[src/rtl/apuf_response_sampler_pkg.sv]
`default_nettype none
// ============================================================================
//  Module   : apuf_pkg
//  Purpose  : Shared types and constants for the arbiter PUF response
//             sampler: FSM state encoding, default sizing constants and
//             the majority-vote threshold function.
//  Ports    : none (package)
//  Revision : 1.0  initial release
// ============================================================================
package apuf_pkg;

  localparam int DEF_CHAL_W     = 64;
  localparam int DEF_N_EVAL     = 7;
  localparam int DEF_SETTLE_CYC = 16;

  typedef enum logic [2:0] {
    IDLE   = 3'd0,
    LAUNCH = 3'd1,
    SAMPLE = 3'd2,
    RELAX  = 3'd3,
    DONE   = 3'd4
  } state_t;

  // Strict majority over n evaluations (n is odd, so no ties exist).
  function automatic logic majority_vote(input int ones, input int n);
    return (ones > (n / 2));
  endfunction

endpackage
`default_nettype wire

[src/rtl/apuf_response_sampler_sync_2ff.sv]
`default_nettype none
// ============================================================================
//  Module   : sync_2ff
//  Purpose  : Generic two-flop synchronizer for a single asynchronous bit.
//  Ports    : clk  - destination clock
//             rst  - synchronous active-high reset, clears both flops
//             d    - asynchronous input
//             q    - synchronized output (stage 2)
//  Revision : 1.0  initial release
// ============================================================================
module sync_2ff (
  input  logic clk,
  input  logic rst,
  input  logic d,
  output logic q
);

  // First stage may go metastable; only the second stage is consumed.
  logic meta;

  always_ff @(posedge clk) begin
    if (rst) begin
      meta <= 1'b0;
      q    <= 1'b0;
    end else begin
      meta <= d;
      q    <= meta;
    end
  end

endmodule
`default_nettype wire

[src/rtl/apuf_response_sampler.sv]
`default_nettype none
// ============================================================================
//  Module   : apuf_response_sampler
//  Purpose  : Response side of an arbiter PUF. Accepts a challenge, drives it
//             onto the switch-stage selects, repeats launch/sample/relax
//             N_EVAL times and returns the majority-voted response bit.
//  Ports    : clk, rst                       - clock, sync active-high reset
//             chal_valid/chal_ready/chal_data - challenge handshake
//             apuf_chal, apuf_launch          - drive into the delay chain
//             apuf_resp                       - raw arbiter output (async)
//             resp_valid/resp_ready           - response handshake
//             resp_bit, resp_ones             - voted bit, count of ones
//             busy                            - not in IDLE
//             resp_unstable, unstable_seen    - only with
//                                               APUF_STABILITY_FLAG_EN
//  Options  : APUF_STABILITY_FLAG_EN adds the vote-stability outputs.
//  Revision : 1.0  initial release
// ============================================================================
module apuf_response_sampler
  import apuf_pkg::*;
#(
  parameter  int CHAL_W     = DEF_CHAL_W,
  parameter  int N_EVAL     = DEF_N_EVAL,
  parameter  int SETTLE_CYC = DEF_SETTLE_CYC,
  localparam int CNT_W      = $clog2(N_EVAL + 1)
) (
  input  logic              clk,
  input  logic              rst,
  input  logic              chal_valid,
  output logic              chal_ready,
  input  logic [CHAL_W-1:0] chal_data,
  output logic [CHAL_W-1:0] apuf_chal,
  output logic              apuf_launch,
  input  logic              apuf_resp,
  output logic              resp_valid,
  input  logic              resp_ready,
  output logic              resp_bit,
  output logic [CNT_W-1:0]  resp_ones,
`ifdef APUF_STABILITY_FLAG_EN
  output logic              resp_unstable,
  output logic              unstable_seen,
`endif
  output logic              busy
);

  localparam int SET_W = $clog2(SETTLE_CYC);

  generate
    if ((N_EVAL < 1) || ((N_EVAL % 2) == 0)) begin : g_chk_n_eval
      $error("apuf_response_sampler: N_EVAL must be odd and >= 1");
    end
    if (SETTLE_CYC < 3) begin : g_chk_settle
      $error("apuf_response_sampler: SETTLE_CYC must be >= 3");
    end
  endgenerate

  state_t             state;
  state_t             next_state;
  logic [SET_W-1:0]   settle_cnt;
  logic [CNT_W-1:0]   eval_cnt;
  logic [CNT_W-1:0]   ones_cnt;
  logic               resp_sync;
  logic               accept;
  logic               settle_done;
  logic               eval_done;

  sync_2ff u_resp_sync (
    .clk (clk),
    .rst (rst),
    .d   (apuf_resp),
    .q   (resp_sync)
  );

  assign accept      = chal_valid && (state == IDLE);
  assign settle_done = (settle_cnt == SET_W'(SETTLE_CYC - 1));
  assign eval_done   = (eval_cnt == CNT_W'(N_EVAL - 1));

  always_comb begin
    next_state = state;
    chal_ready = 1'b0;
    resp_valid = 1'b0;
    busy       = 1'b1;
    case (state)
      IDLE: begin
        chal_ready = 1'b1;
        busy       = 1'b0;
        if (chal_valid) next_state = LAUNCH;
      end
      LAUNCH: if (settle_done) next_state = SAMPLE;
      SAMPLE: next_state = RELAX;
      RELAX:  if (settle_done) next_state = eval_done ? DONE : LAUNCH;
      DONE: begin
        resp_valid = 1'b1;
        if (resp_ready) next_state = IDLE;
      end
      default: next_state = IDLE;
    endcase
  end

  always_ff @(posedge clk) begin
    if (rst) begin
      state       <= IDLE;
      apuf_chal   <= '0;
      apuf_launch <= 1'b0;
      settle_cnt  <= '0;
      eval_cnt    <= '0;
      ones_cnt    <= '0;
    end else begin
      state       <= next_state;
      // Registered from the next state so the delay-chain edge is glitch-free
      // and rises in the first LAUNCH cycle.
      apuf_launch <= (next_state == LAUNCH) || (next_state == SAMPLE);
      case (state)
        IDLE: begin
          if (accept) begin
            apuf_chal  <= chal_data;
            settle_cnt <= '0;
            eval_cnt   <= '0;
            ones_cnt   <= '0;
          end
        end
        LAUNCH: settle_cnt <= settle_done ? '0 : settle_cnt + SET_W'(1);
        SAMPLE: ones_cnt   <= ones_cnt + CNT_W'(resp_sync);
        RELAX: begin
          settle_cnt <= settle_done ? '0 : settle_cnt + SET_W'(1);
          if (settle_done) eval_cnt <= eval_cnt + CNT_W'(1);
        end
        default: ;
      endcase
    end
  end

  // ones_cnt is frozen from DONE until the next accept, so these are stable
  // for as long as resp_valid is held.
  assign resp_ones = ones_cnt;
  assign resp_bit  = majority_vote(int'(ones_cnt), N_EVAL);

`ifdef APUF_STABILITY_FLAG_EN
  assign resp_unstable = (ones_cnt != '0) && (ones_cnt != CNT_W'(N_EVAL));

  always_ff @(posedge clk) begin
    if (rst) begin
      unstable_seen <= 1'b0;
    end else if ((state == DONE) && resp_unstable) begin
      unstable_seen <= 1'b1;
    end
  end
`endif

endmodule
`default_nettype wire

[config.mk]
export PLATFORM = sky130hd
export DESIGN_NAME = apuf_response_sampler
export DESIGN_NICKNAME = d
export VERILOG_FILES = /design/src/rtl/apuf_response_sampler_pkg.sv /design/src/rtl/apuf_response_sampler_sync_2ff.sv /design/src/rtl/apuf_response_sampler.sv
export SDC_FILE = /design/constraint.sdc
export NUM_CORES = 1
export LEC_CHECK = 0
export BUFFER_PORTS_ARGS = -buffer_cell sky130_fd_sc_hd__buf_2
export CAP_MARGIN = 5
export CORE_MARGIN = 2
export CORE_UTILIZATION = 49
export DETAILED_ROUTE_END_ITERATION = 8
export PLACE_DENSITY = 0.84
export SYNTH_ARGS = -nofsm -noshare
export SYNTH_HDL_FRONTEND = slang
export SYNTH_SLANG_ARGS = --single-unit
[constraint.sdc]
create_clock -name clk -period 3.74 [get_ports clk]
set_clock_uncertainty 0.2 [all_clocks]
set_input_delay 0.561 -clock clk [delete_from_list [all_inputs] [get_ports clk]]
set_output_delay 0.561 -clock clk [all_outputs]
set_load 0.01 [all_outputs]
==> impl_metrics.toml <==
[run_status]
outcome = "completed"

[clocking]
cts-resized-gates = 0
path_clk_slew_ns = 0.08
clockBufferDepth = 2
cts_buffers = 9
postCtsHoldBufs = 0
cts_sinks = 80
clk_latency_ns = 0.33
ctsRootBufferMaster = "clkbuf_8"
tritoncts = "built"
htreeDepth = 3
cts_setup_buffers = 0

[placed_design]
post-place-cells = 560
dp_hpwl_um = 4790
port_buffers = 140
dp_slack_ns = 1.24
place_congestion = 0.768
dpl_cell_area_um2 = 3680

[finish]
nFillCells = 515
layout_commonest_cell = "buf_2"
drive_gt1_share_pct = 32.7
antennaDiodeCount = 0
layout_common_cells = "140 x buf_2, 134 x nand2_1, 80 x dfxtp_1, 73 x a21oi_1, 12 x clkbuf_8"
final_cells = 576
syn2layout_area_growth_pct = 30.2
seq_area_um2 = 1600
fin_area_um2 = 3890
multi_input_area_um2 = 1240
nets = 570

[yosys]
synthArstFlopShare_pct = 0
synth_flop_cell = "dfxtp_1"
synth.distinct_cells = 32
syn_inst = 370
avgSynthCellArea_um2 = 8.09
syn_nets = 444
ys_top_cells_by_area = "dfxtp_1 54%, nand2_1 17%, a21oi_1 12%"
synth_top_area_share_pct = 53.5
yosysSeqAreaShare_pct = 53.5
synth_area_um2 = 2990
synth_edf_count = 0
yosys_warnings = 0
synth_top_area_cell = "dfxtp_1"
synth-seq-cells = 80

[timing]
tns_ns = 0
tightest_slew_ns = 0.878
fin_crit_sh_pct = 63.4
period_needed_ns = 2.37
setup_ws_ns = 1.37
final_max_slew_viol_count = 0
grt_setup_unrepaired = "no"
maxSlewHeadroom_pct = 41.5
hold_violations = 0
fmax_mhz = 422
finalSetupViolCount = 0

[power]
power_density_nw_per_um2 = 456
total_power_mw = 1.78
ir_worst_vdd_mv = 0.256
p_leak_nw = 1.83

[detailed_routing]
vias = 2864
drtIter0Drc = 98
ant_nets = 0
wl_per_cell_um = 11.9
drtPass1Iterations = 4
routed_via_density = 4.97
drt_wl_total_um = 6870
post-route-drc-count = 0

[global_route]
grt_pass1_vias = 2501
antenna_found_initial = 0
track_usage_pct = 19.8
grt_pass1_wl_um = 10400
overflow = 0
grt_max_degree = 52

[critical_path]
critical_path_class = "flop to flop"
arrival_ns = 2.35
cp_top_family = "simple AND/OR/NAND/NOR gates"
start_kind = "flop"
crit_path_cell_trace = "or4b_2 > buf_4 > nand2_1 > a21oi_1"
cp-end-kind = "flop"
cp_slowest_cell = "or4b_2"
critPathMaxStageDelay_ns = 0.95
critPathRequiredTime_ns = 3.72
worst-path-max-fanout = 51
crit_buf_inv = 1

[die]
core_region_area_um2 = 5920
rows = 28
io_pins = 141
dieArea_um2 = 6750
initial_core_util_pct = 50.5
die_h_um = 82.1
die_w_um = 82.1

[run]
maxCapViolations = 0

[worst_hold_path]
hp-class = "flop to flop"
==> state kept, by name (all words and copies together), names as in the netlist <==
| register | cells |
|---|---|
| resp_ones | 3 |
| state | 3 |
| u_resp_sync.meta | 1 |
| eval_cnt | 3 |
| u_resp_sync.q | 1 |
| apuf_launch | 1 |
| settle_cnt | 4 |
| apuf_chal | 64 |
==> kinds of logic after synthesis <==
| logic type | Yosys count | synth area share (%) |
|---|---|---|
| adder cells (fa/ha/maj) | 5 | 2.09 |
| AO/OA/AOI/OAI | 82 | 14.5 |
| multiplexers | 2 | 0.753 |
| flip-flops | 80 | 53.5 |
| AND/OR/NAND/NOR | 167 | 23.3 |
| buffers and inverters | 32 | 5.23 |
| XOR/XNOR | 2 | 0.586 |
==> final timing paths <==
path / cells after the start / start / endpoint / slack, ns
min reg2reg: 1 / u_resp_sync.meta$_SDFF_PP0_ / u_resp_sync.q$_SDFF_PP0_ / 0.24
max: 4 / state[1]$_SDFF_PP0_ / apuf_chal[61]$_SDFFE_PP0P_ / 1.37
min: 1 / u_resp_sync.meta$_SDFF_PP0_ / u_resp_sync.q$_SDFF_PP0_ / 0.24
max reg2reg: 4 / state[1]$_SDFF_PP0_ / apuf_chal[61]$_SDFFE_PP0P_ / 1.37
==> report_power, final <==
group / internal [mW] / switching (mW) / total [mW]
Combinational: 0.0859 / 0.118 / 0.204
Sequential: 0.895 / 0.0240 / 0.919
Clock: 0.363 / 0.290 / 0.654
Total: 1.34 / 0.433 / 1.78
==> stage by stage <==
step,hold slack [ns],util [%]
CTS,0.224,65.8
global route,0.221,65.8
floorplan,0.214,-
finish,0.236,65.8
detailed placement,0.227,62.1
global placement,0.218,62.1
==> metal layers <==
metal / share of wire [%] / wire (µm) / up-vias / global-route usage [%]
met5: 0 / 0 / - / 0
met4: 0.74 / 51 / 0 / 7.83
met3: 8.0 / 549 / 7 / 4.13
met2: 48 / 3310 / 118 / 36.3
met1: 43 / 2960 / 1272 / 22.5
li1: - / - / 1467 / -
==> final cells by class <==
cell class	count	area share [%]
flip-flops and latches	80	41.1
multi-input cells	258	31.8
repair buffers	144	18.8
clock buffers	12	4.24
well taps	75	2.41
clock inverters	4	1.32
inverters	3	0.289
==> worst reg2reg max path, stage by stage, from the launching register on <==
cell and delay, ns:
dfxtp_1 0.44, or4b_2 0.96, buf_4 0.40, nand2_1 0.15, a21oi_1 0.08
==> Yosys cell counts, types with 2 or more instances <==
cell type / count
nor2b_1: 3
clkbuf_1: 20
buf_6: 3
nor2_1: 6
buf_2: 2
inv_1: 3
or3_1: 2
a21oi_1: 73
or4_1: 2
a211oi_1: 2
o31ai_1: 4
nand2_1: 134
buf_4: 3
nand3_1: 7
dfxtp_1: 80
nand2b_1: 2
nor3b_1: 2
ha_1: 5
mux2_2: 2
nor3_1: 3
Power figures use the tool's default switching activity.
